==> config.mk <==
export PLATFORM = sky130hd
export DESIGN_NAME = spw_credit_counter
export DESIGN_NICKNAME = d
export VERILOG_FILES = /design/src/rtl/spw_credit_pkg.sv /design/src/rtl/spw_credit_sat_cnt.sv /design/src/rtl/spw_credit_counter.sv
export SDC_FILE = /design/constraint.sdc
export NUM_CORES = 1
export LEC_CHECK = 0
export BUFFER_PORTS_ARGS = -buffer_cell sky130_fd_sc_hd__buf_2
export CAP_MARGIN = 10
export CELL_PAD_IN_SITES_DETAIL_PLACEMENT = 0
export CELL_PAD_IN_SITES_GLOBAL_PLACEMENT = 2
export CORE_MARGIN = 3
export CORE_UTILIZATION = 33
export CTS_CLUSTER_DIAMETER = 120
export DETAILED_ROUTE_END_ITERATION = 7
export GPL_TIMING_DRIVEN = 0
export PLACE_DENSITY = 0.87
export SYNTH_ARGS = -nofsm -noshare
export SYNTH_HDL_FRONTEND = slang
export SYNTH_SLANG_ARGS = --single-unit
export TNS_END_PERCENT = 30
==> constraint.sdc <==
create_clock -name clk -period 2.9 [get_ports clk]
set_clock_uncertainty 0.05 [all_clocks]
set_input_delay 0.145 -clock clk [delete_from_list [all_inputs] [get_ports clk]]
set_output_delay 0.145 -clock clk [all_outputs]
set_load 0.03 [all_outputs]
==> src/rtl/spw_credit_pkg.sv <==
// Shared constants and types for the SpaceWire link-level credit tracker.
package spw_credit_pkg;

  localparam int unsigned MAX_CREDIT = 56;
  localparam int unsigned FCT_INC    = 8;

  typedef logic [1:0] err_cause_t;
  localparam err_cause_t ERR_NONE   = 2'b00;
  localparam err_cause_t ERR_TX_OVF = 2'b01;
  localparam err_cause_t ERR_TX_UNF = 2'b10;
  localparam err_cause_t ERR_RX_OVF = 2'b11;

  typedef logic [0:0] fct_state_t;
  localparam fct_state_t ST_IDLE = 1'b0;
  localparam fct_state_t ST_REQ  = 1'b1;

endpackage

==> src/rtl/spw_credit_sat_cnt.sv <==
// Credit counter: +FCT_INC on inc, -1 on dec; holds and flags on overflow/underflow.
module spw_credit_sat_cnt #(
  parameter int unsigned CNT_W      = 6,
  parameter int unsigned MAX_CREDIT = spw_credit_pkg::MAX_CREDIT,
  parameter int unsigned FCT_INC    = spw_credit_pkg::FCT_INC
) (
  input  logic             clk,
  input  logic             reset_n,
  input  logic             clr,
  input  logic             inc,
  input  logic             dec,
  output logic [CNT_W-1:0] count,
  output logic             nonzero,
  output logic             overflow,
  output logic             underflow
);

  // Two spare bits so the sum neither wraps on +FCT_INC nor aliases on 0-1.
  localparam int unsigned SUM_W = CNT_W + 2;

  logic [SUM_W-1:0] sum;
  logic [CNT_W-1:0] count_q, count_d;
  logic             nonzero_q;

  always_comb begin
    sum = SUM_W'(count_q);
    if (inc) sum = sum + SUM_W'(FCT_INC);
    if (dec) sum = sum - SUM_W'(1);
    underflow = !clr && dec && !inc && (count_q == '0);
    overflow  = !clr && !underflow && (sum > SUM_W'(MAX_CREDIT));
    if (clr) begin
      count_d = '0;
    end else if (overflow || underflow) begin
      count_d = count_q;
    end else begin
      count_d = sum[CNT_W-1:0];
    end
  end

  always_ff @(posedge clk or negedge reset_n) begin
    if (!reset_n) begin
      count_q   <= '0;
      nonzero_q <= 1'b0;
    end else begin
      count_q   <= count_d;
      nonzero_q <= (count_d != '0);
    end
  end

  assign count   = count_q;
  assign nonzero = nonzero_q;

endmodule

==> src/rtl/spw_credit_counter.sv <==
// SpaceWire flow-control credit tracker: tx/rx credit counters, FCT request FSM, error latch.
module spw_credit_counter #(
  parameter int unsigned MAX_CREDIT = spw_credit_pkg::MAX_CREDIT,
  parameter int unsigned FCT_INC    = spw_credit_pkg::FCT_INC,
  parameter int unsigned CNT_W      = 6
) (
  input  logic             clk,
  input  logic             reset_n,
  input  logic             link_run,
  input  logic             fct_rx,
  input  logic             nchar_tx,
  input  logic             rx_nchar,
  input  logic [6:0]       rx_buf_free,
  input  logic             fct_tx_ack,
  output logic [CNT_W-1:0] tx_credit,
  output logic             tx_credit_ok,
  output logic [CNT_W-1:0] rx_outstanding,
  output logic             fct_tx_req,
  output logic             credit_error,
  output logic [1:0]       error_cause
);

  import spw_credit_pkg::*;

  fct_state_t state_q, state_d;
  logic       err_q, err_d;
  err_cause_t cause_q, cause_d;

  logic       tx_ovf, tx_unf, rx_ovf, rx_unf;
  logic       rx_inc, new_err, fct_room;
  logic [7:0] need;
  logic       unused_rx_nonzero;

  spw_credit_sat_cnt #(
    .CNT_W      (CNT_W),
    .MAX_CREDIT (MAX_CREDIT),
    .FCT_INC    (FCT_INC)
  ) u_tx_cnt (
    .clk       (clk),
    .reset_n   (reset_n),
    .clr       (!link_run),
    .inc       (fct_rx),
    .dec       (nchar_tx),
    .count     (tx_credit),
    .nonzero   (tx_credit_ok),
    .overflow  (tx_ovf),
    .underflow (tx_unf)
  );

  // Ack only grants credit while a request is actually outstanding.
  assign rx_inc = fct_tx_ack && (state_q == ST_REQ);

  spw_credit_sat_cnt #(
    .CNT_W      (CNT_W),
    .MAX_CREDIT (MAX_CREDIT),
    .FCT_INC    (FCT_INC)
  ) u_rx_cnt (
    .clk       (clk),
    .reset_n   (reset_n),
    .clr       (!link_run),
    .inc       (rx_inc),
    .dec       (rx_nchar),
    .count     (rx_outstanding),
    .nonzero   (unused_rx_nonzero),
    .overflow  (rx_ovf),
    .underflow (rx_unf)
  );

  assign new_err  = tx_ovf || tx_unf || rx_ovf || rx_unf;
  assign need     = 8'(rx_outstanding) + 8'(FCT_INC);
  assign fct_room = (rx_outstanding <= CNT_W'(MAX_CREDIT - FCT_INC)) &&
                    ({1'b0, rx_buf_free} >= need);

  always_comb begin
    state_d = state_q;
    err_d   = err_q;
    cause_d = cause_q;
    if (!link_run) begin
      state_d = ST_IDLE;
      err_d   = 1'b0;
      cause_d = ERR_NONE;
    end else begin
      if (new_err) begin
        err_d = 1'b1;
        if (!err_q) begin
          if (tx_ovf)      cause_d = ERR_TX_OVF;
          else if (tx_unf) cause_d = ERR_TX_UNF;
          else             cause_d = ERR_RX_OVF;
        end
      end
      case (state_q)
        ST_IDLE: if (!err_q && !new_err && fct_room) state_d = ST_REQ;
        ST_REQ:  if (fct_tx_ack || new_err) state_d = ST_IDLE;
        default: state_d = ST_IDLE;
      endcase
    end
  end

  always_ff @(posedge clk or negedge reset_n) begin
    if (!reset_n) begin
      state_q <= ST_IDLE;
      err_q   <= 1'b0;
      cause_q <= ERR_NONE;
    end else begin
      state_q <= state_d;
      err_q   <= err_d;
      cause_q <= cause_d;
    end
  end

  assign fct_tx_req   = (state_q == ST_REQ);
  assign credit_error = err_q;
  assign error_cause  = cause_q;

endmodule

==> results of run 1 <==
-- cells by family (layout without fill, tap and decap cells) --
| logic type | Yosys count | count (layout) | synth area share [%] |
|---|---|---|---|
| AO/OA/AOI/OAI | 45 | 45 | 20.5 |
| XOR/XNOR | 20 | 20 | 10.8 |
| adder cells (fa/ha/maj) | 13 | 13 | 9.59 |
| buffers and inverters | 23 | 54 | 6.42 |
| flip-flops | 17 | 17 | 25.1 |
| multiplexers | 4 | 4 | 2.36 |
| AND/OR/NAND/NOR | 77 | 77 | 25.3 |
-- final timing paths --
kind                                        start                end  cells past startpoint  slack [ns]
worst min-delay path                     rx_nchar  u_rx_cnt.count[1]                      3        0.25
min in group asynchronous                 reset_n  u_rx_cnt.count[5]                      2        0.30
worst max-delay path            u_rx_cnt.count[3]     error_cause[0]                      8        0.25
max in group asynchronous                 reset_n  u_rx_cnt.count[0]                      2        2.23
worst min register to register     error_cause[1]     error_cause[1]                      2        0.49
worst max register to register  u_rx_cnt.count[3]     error_cause[0]                      8        0.25
-- repair_timing --
| item | CTS | global route |
|---|---|---|
| hold buffers | 1 | 0 |
| endpoints found under the hold margin | 17 | 0 |
| endpoints found under the setup margin | 0 | 1 |
-- cell usage in the layout (no fill, tap or decap), types with 2 or more instances in the layout --
cell and count:
a2111oi_0 2, or3_1 2, a21oi_1 6, nand4_1 4, nor4_1 4, nand3b_1 2
clkbuf_1 8, a21o_1 5, xnor2_1 12, a31oi_1 4, ha_1 13, buf_2 30
mux2i_1 4, clkbuf_8 3, nand3_1 11, dfrtp_1 17, and2_1 2, o22ai_1 2
nor3_1 6, o21ai_1 2, xor2_1 7, nor2_1 17, a41oi_1 4, buf_6 2
o21ai_0 5, nand2_1 15, inv_1 9, nor2b_1 4
-- layout make-up --
type	instances	area share (%)
plain buffers	13	3.63
clock buffers	4	2.29
inverters	9	1.72
multi-input cells	159	59.1
flip-flops and latches	17	21.6
well taps	67	4.26
repair buffers	28	7.38
-- worst max-delay path, delay by kind of cell (launching register included) --
family | cells | cell delay, ns
flops | 1 | 0.43
buf+inv | 1 | 0.24
compound gates | 6 | 1.58
simple gates | 1 | 0.24
-- per-layer routing --
metal	share of wire (%)	global-route usage, %
met5	0	0
met4	0.60	4.80
met3	2.2	1.28
met2	48	24.5
met1	49	18.4
-- registers in the layout, indices dropped and copies added, names as in the netlist --
name and flops:
error_cause 2, u_rx_cnt.count 6, u_tx_cnt.nonzero 1, u_tx_cnt.count 6, credit_error 1, fct_tx_req 1
-- report_power, final --
group | total (uW) | internal [uW] | switching, uW | leakage [uW]
logic | 1640 | 646 | 994 | 0.000648
registers | 459 | 333 | 126 | 0.000224
clock network | 169 | 97.2 | 71.9 | 0.0000228
-- through the flow --
step	hold WS [ns]	instance area, sq um	util (%)	instances
after global placement	0.0435	1920	39.5	293
after CTS	0.243	1970	40.6	298
after floorplan	-0.201	1700	-	199
after detailed placement	0.0419	1920	39.5	293
after global routing	0.264	1970	40.6	297
final	0.248	1970	40.6	297
==> impl_metrics.tcl, run 1 <==
set metrics [dict create \
    status "finished, final reports clean" \
    post_drt_wl_per_cell_um 13.9 \
    nNetsFinal 258 \
    grt_max_degree 18 \
    start_util_pct 35.0 \
    die_w_um 77.7 \
    grt_overflow 0 \
    synth_top_area_share_pct 25.1 \
    total_power_uw 2270 \
    syn-num-nets 226 \
    slew_headroom_pct 51.1 \
    synth_cell_types 54 \
    antenna_found_initial 0 \
    die_y_um 77.7 \
    cts_resized 0 \
    synth_ff_type "dfrtp_1" \
    synthTopCellsByArea "dfrtp_1 (25%), ha_1 (9.6%), xnor2_1 (6.2%), nor2_1 (3.8%), xor2_1 (3.6%)" \
    synth.yosys.seq_area_share_pct 25.1 \
    cts_tree "built" \
    via_per_inst 5.14 \
    multi_input_area_sq_um 1160 \
    drive_gt1_share_pct 19.6 \
    fin_ws_ns 0.251 \
    synth_area_leader_cell "dfrtp_1" \
    grt_setup_unrepaired "no" \
    ios 31 \
    port_buffers 27 \
    synth_warnings 0 \
    dr.pass1.iters 4 \
    cpMostUsedCell "a21oi_1" \
    root_buffer "clkbuf_8" \
    gp_congestion 0.781 \
    crit_slowest_cell "a2111oi_0" \
    fin_crit_ns 2.65 \
    syn_area_per_cell_sq_um 8.53 \
    cp_max_fo 10 \
    dp_hpwl_um 3230 \
    drc 0 \
    ys_seq_elements 17 \
    drv_slew 0 \
    std_cell_rows 25 \
    track_usage_pct 14.2 \
    tns_ns 0 \
    tightestPinTransition_ns 0.714 \
    hp-class "in2reg" \
    dieArea_sq_um 6040 \
    synth_edf_count 0 \
    clk_latency_ns 0.24 \
    drtIter0Drc 63 \
    path_cells "clkbuf_1, a2111oi_0, a21oi_1, o21ai_1, o211a_1, and2_1, a21oi_1, o221a_1" \
    fin_crit_sh_pct 91.3 \
    wirelength_um 4130 \
    cp-end-kind "flip-flop" \
    start_kind "flip-flop" \
    ctsHtreeMaxLevel 1 \
    post-cts-setup-buffers 0 \
    areaGrowthSynthToFinish_pct 15.9 \
    pre_cts_slack_ns 0.116 \
    cp_data_required_time_ns 2.98 \
    cts_buffers 3 \
    clock_sinks 17 \
    nFillCells 519 \
    postSynth.asyncResetShare_pct 100 \
    grt_first_pass_wirelength_um 7010 \
    peakVddDrop_v 0.000405 \
    setup.worst_path.class "reg2reg" \
    maxCapViolations 0 \
    n_antenna_cell 0 \
    p_leak_uw 0.000894 \
    p_per_area_nw_per_um2 1150 \
    max_stage_delay_ns 0.69 \
    syn_inst 199 \
    core_area_sq_um 4850 \
    timing.final.hold_violations 0 \
    fmax_ghz 0.377 \
    grt_pass1_vias 1493 \
    setup_viol 0 \
    netlist_area_sq_um 1700 \
    area.sequential_sq_um 425 \
    arrival_ns 2.73 \
    ant_nets 0 \
    clkTransAtPathRegs_ns 0.06 \
    routed-via-count 1527 \
    clockBufferDepth 2 \
    yosys-top-cells-count "dfrtp_1 (17), nor2_1 (17), nand2_1 (15)" \
]
Power figures use the tool's default switching activity.
==> run 2, diff against run 1 <==
--- a/config.mk
+++ b/config.mk
@@ -14,7 +14,7 @@
 export CTS_CLUSTER_DIAMETER = 120
 export DETAILED_ROUTE_END_ITERATION = 7
 export GPL_TIMING_DRIVEN = 0
-export PLACE_DENSITY = 0.87
+export PLACE_DENSITY_LB_ADDON = 0.1
 export SYNTH_ARGS = -nofsm -noshare
 export SYNTH_HDL_FRONTEND = slang
 export SYNTH_SLANG_ARGS = --single-unit
==> run 2 against run 1 <==
Critical path depth grew 2. Register-to-register slack is essentially flat. Wire length grew 5.5%. Worst hold slack gained 0.00062 ns. Global-route usage grew 0.43 points. Clock power is essentially flat. Critical endpoint is now u_tx_cnt.nonzero.
==> impl_metrics.tcl, run 2 (same netlist as run 1, synthesis figures left out) <==
set metrics [dict create \
    status "finished, final reports clean" \
    dp_hpwl_um 3440 \
    timing.final.hold_violations 0 \
    clk_latency_ns 0.24 \
    ios 31 \
    ctsHtreeMaxLevel 1 \
    post_drt_wl_per_cell_um 14.6 \
    tightestPinTransition_ns 0.566 \
    root_buffer "clkbuf_8" \
    track_usage_pct 14.6 \
    r2r_cells 10 \
    die_w_um 77.7 \
    core_area_sq_um 4850 \
    maxCapViolations 0 \
    fin_area_sq_um 1970 \
    mostFrequentLayoutCells "buf_2 (30), nor2_1 (17), dfrtp_1 (17)" \
    cts_tree "built" \
    start_kind "flip-flop" \
    crit_path_start "u_tx_cnt.count[0]" \
    grt_first_pass_wirelength_um 7370 \
    drv_slew 0 \
    nNetsFinal 259 \
    tns_ns 0 \
    p_leak_uw 0.000899 \
    total_power_uw 2330 \
    cp_max_fo 10 \
    arrival_ns 2.72 \
    grt_setup_unrepaired "no" \
    peakVddDrop_v 0.000366 \
    hp-class "in2reg" \
    std_cell_rows 25 \
    grt_max_degree 18 \
    die_y_um 77.7 \
    dieArea_sq_um 6040 \
    setup.worst_path.class "reg2reg" \
    slew_headroom_pct 62.2 \
    fin_crit_sh_pct 91.1 \
    drive_gt1_share_pct 19.9 \
    grt_pass1_vias 1460 \
    setup_viol 0 \
    antenna_found_initial 0 \
    post-cts-setup-buffers 0 \
    gp_congestion 0.805 \
    cp_data_required_time_ns 2.98 \
    start_util_pct 35.0 \
    fmax_ghz 0.379 \
    regToRegSetupSlack_ns 0.26 \
    port_buffers 27 \
    dr.pass1.iters 4 \
    cp-end-kind "flip-flop" \
    via_per_inst 5.35 \
    cts_buffers 3 \
    crit_end "u_tx_cnt.nonzero" \
    drtIter0Drc 94 \
    r2r-end "u_tx_cnt.nonzero" \
    clock_sinks 17 \
    drc 0 \
    fin_crit_ns 2.64 \
    placed_area_sq_um 1920 \
    final_common_cell "buf_2" \
    clkTransAtPathRegs_ns 0.06 \
    areaGrowthSynthToFinish_pct 16.3 \
    routed-via-count 1593 \
    n_antenna_cell 0 \
    clockBufferDepth 2 \
    ant_nets 0 \
    r2r_start "u_tx_cnt.count[0]" \
    p_per_area_nw_per_um2 1180 \
    grt_overflow 0 \
    wirelength_um 4360 \
]
-- run 2: routing by layer --
metal	part of all wire [%]	up-vias	track usage, %
li1	-	801	-
met1	56	756	23.6
met2	39	34	20.4
met3	4.4	2	3.25
met4	0.092	0	0.534
met5	0	-	0
-- run 2: critical path, stage by stage (launching register included) --
cell and delay (ns):
dfrtp_1 0.35, clkbuf_2 0.22, inv_1 0.12, ha_1 0.31
and3_4 0.20, or3_1 0.36, o311a_1 0.33, buf_6 0.16
o21ai_0 0.07, o21ai_0 0.13, o31a_1 0.25
-- run 2: worst min path at each step --
stage                  start                 to  slack [ns]  cells past startpoint
floorplan            reset_n       credit_error       -0.20                      0
CTS                 rx_nchar  u_rx_cnt.count[1]        0.25                      3
global placement     reset_n         fct_tx_req        0.04                      1
global route        rx_nchar  u_rx_cnt.count[1]        0.28                      3
finish              rx_nchar  u_rx_cnt.count[1]        0.25                      3
detailed placement   reset_n         fct_tx_req        0.04                      1
-- run 2: layout make-up --
class,count,area (sq um)
plain buffers,14,76.3
clock buffers,4,45.0
fillers,506,2880
inverters,9,33.8
multi-input cells,159,1160
flip-flops and latches,17,425
well taps,67,83.8
repair buffers,28,145
-- run 2: timing repair --
item / in CTS / in global routing
hold buffers: 1 / 0
gates resized for setup: 0 / 3
endpoints found under the setup margin: 0 / 4
endpoints found under the hold margin: 17 / 0
-- run 2: stage by stage --
stage	worst slack, ns	instances	hold slack [ns]	util (%)
after global routing	0.0400	298	0.281	40.7
final	0.258	298	0.248	40.7
after floorplan	0.135	199	-0.201	-
after CTS	0.103	298	0.248	40.6
after global placement	0.165	293	0.0363	39.5
after detailed placement	0.120	293	0.0402	39.5
-- run 2: where the power goes --
group	total (uW)	switching (uW)	internal, uW
combinational	1710	1050	655
sequential	448	115	333
clock	171	73.9	97.2
total	2330	1240	1090
==> run 3, diff against run 2 <==
--- a/config.mk
+++ b/config.mk
@@ -10,7 +10,7 @@
 export CELL_PAD_IN_SITES_DETAIL_PLACEMENT = 0
 export CELL_PAD_IN_SITES_GLOBAL_PLACEMENT = 2
 export CORE_MARGIN = 3
-export CORE_UTILIZATION = 33
+export CORE_UTILIZATION = 30
 export CTS_CLUSTER_DIAMETER = 120
 export DETAILED_ROUTE_END_ITERATION = 7
 export GPL_TIMING_DRIVEN = 0
==> constraint.sdc (replaced) <==
create_clock -name clk -period 2.2 [get_ports clk]
set_clock_uncertainty 0.05 [all_clocks]
set_input_delay 0.11 -clock clk [delete_from_list [all_inputs] [get_ports clk]]
set_output_delay 0.11 -clock clk [all_outputs]
set_load 0.03 [all_outputs]
==> run 3 against run 2 <==
The run now ends with setup timing left. Sequential power rose by 51%. Register-to-register slack got worse by 0.39 ns. Sequential cell count did not move. Global-route usage rose by 0.89 points. Combinational power rose by 71%. Power rose by 64%. Wire length rose by 9.9%. Utilization rose by 3.7 points.
==> impl_metrics.tcl, run 3 (same netlist as run 1, synthesis figures left out) <==
set metrics [dict create \
    status "complete, but fails checks" \
    violations "setup timing" \
    core_area_sq_um 5300 \
    p_leak_uw 0.00103 \
    stdcell_count 316 \
    fin_ws_ns -0.130 \
    post-place-cells 296 \
    p_switching_uw 1900 \
    cp_data_required_time_ns 2.28 \
    cts_buffers 3 \
    die_w_um 81.2 \
    fin_crit_ns 2.33 \
    placed_area_sq_um 1950 \
    areaGrowthSynthToFinish_pct 38.7 \
    dr.pass1.iters 4 \
    grt_max_degree 18 \
    tightestPinTransition_ns 0.537 \
    tns_ns -0.453 \
    p_per_area_nw_per_um2 1620 \
    p_sw_share_pct 49.8 \
    setup.worst_path.class "reg2reg" \
    setup_viol 8 \
    wirelength_um 4800 \
    grt_overflow 0 \
    antenna_found_initial 0 \
    start_kind "flip-flop" \
    drtIter0Drc 89 \
    power.share.sequential_pct 17.7 \
    hp-class "in2reg" \
    start_util_pct 32.0 \
    drc 0 \
    drv_slew 0 \
    root_buffer "clkbuf_8" \
    max_stage_delay_ns 0.44 \
    die_y_um 81.2 \
    clock_sinks 17 \
    grt_first_pass_wirelength_um 8200 \
    gp_congestion 0.866 \
    ant_nets 0 \
    nFillCells 545 \
    mostFrequentLayoutCells "buf_2 (29), buf_4 (18), nor2_1 (17)" \
    maxCapViolations 0 \
    peakVddDrop_v 0.000517 \
    clockBufferDepth 2 \
    grt_setup_unrepaired "yes" \
    fin_crit_sh_pct 106 \
    track_usage_pct 15.5 \
    clkTransAtPathRegs_ns 0.06 \
    final_common_cell "buf_2" \
    std_cell_rows 26 \
    cp_max_fo 5 \
    n_antenna_cell 0 \
    ctsHtreeMaxLevel 1 \
    slew_headroom_pct 64.2 \
    crit_slowest_cell "dfrtp_2" \
    cpMostUsedCell "buf_6" \
    power.internal_uw 1920 \
    clkPwrFrac_pct 5.9 \
    timing.final.hold_violations 0 \
    via_per_inst 5.26 \
    cp-end-kind "flip-flop" \
    arrival_ns 2.41 \
    comb_power_share_pct 76.4 \
    post_drt_wl_per_cell_um 15.2 \
    cts_tree "built" \
    r2r_cells 9 \
    fmax_ghz 0.429 \
    port_buffers 27 \
    hold-path-cell-count 3 \
    ios 31 \
    nNetsFinal 274 \
    dieArea_sq_um 6590 \
    clk_latency_ns 0.24 \
    dp_hpwl_um 3500 \
    fin_util_pct 44.4 \
    path_cells "buf_6, xnor2_4, and3_4, or3_4, o311a_4, buf_6, o21ai_0, o21ai_1, o31a_1" \
    fin_area_sq_um 2350 \
    drive_gt1_share_pct 41.9 \
    routed-via-count 1661 \
    grt_pass1_vias 1724 \
]
[run 3: cell types whose count changed in the layout (fill, tap and decap cells not counted), sizes merged]
cell	previous run	this run
buf	33	52
clkbuf	12	8
[run 3: path summary, 6_finish.rpt]
check	startpoint	to	slack, ns
worst max-delay path	u_tx_cnt.count[3]	u_tx_cnt.nonzero	-0.13
worst min-delay path	rx_nchar	u_rx_cnt.count[1]	0.17
worst max register to register	u_tx_cnt.count[3]	u_tx_cnt.nonzero	-0.13
worst min register to register	error_cause[1]	error_cause[1]	0.51
max in group asynchronous	reset_n	u_tx_cnt.count[1]	1.51
min in group asynchronous	reset_n	u_tx_cnt.count[5]	0.28
[run 3: critical path, delay by kind of cell (launching register included)]
family                 cells  cell delay [ns]
AND/OR/NAND/NOR            2             0.55
XOR/XNOR                   1             0.14
buffers and inverters      2             0.29
AO/OA/AOI/OAI              4             0.75
flip-flops                 1             0.44
[run 3: layer usage]
layer | vias to the layer above | global-route usage [%] | share of wire, %
met5 | - | 0 | 0
met4 | 0 | 5.57 | 1.7
met3 | 10 | 0.776 | 2.7
met2 | 39 | 28.3 | 51
met1 | 788 | 19.1 | 44
li1 | 824 | - | -
[run 3: power by group through the flow]
stage	clock (uW)	sequential (uW)	combinational (uW)
final	225	678	2920
after global routing	247	714	3210
after CTS	239	619	2830
after detailed placement	0	598	2300
after global placement	0	595	2290
after floorplan	0	825	1540
[run 3: what timing repair did]
action | in CTS | in global routing
buffers inserted | 16 | 2
resized for setup | 31 | 19
pin swaps | 14 | 13
gates cloned | 1 | 0
hold endpoints to repair | 17 | 0
endpoints found under the setup margin | 17 | 17
hold buffers | 1 | 0
[run 3: final cells by class]
class                           instances  area (sq um)  area share (%)
Buffer                                 10          67.6            2.87
Sequential cell                        17           435            18.5
Timing Repair Buffer                   47           295            12.5
Tap cell                               70          87.6            3.72
Clock buffer                            4          45.0            1.91
Multi-Input combinational cell        159          1380            58.7
Inverter                                9          41.3            1.75
[run 3: metrics by stage]
step	power, uW	setup slack, ns	hold WS (ns)
2_1_floorplan	2360	-0.247	-0.236
3_3_place_gp	2880	-0.310	-0.000113
3_5_place_dp	2890	-0.344	0.0201
4_1_cts	3690	-0.156	0.203
5_1_grt	4180	-0.223	0.195
6_report	3820	-0.130	0.170
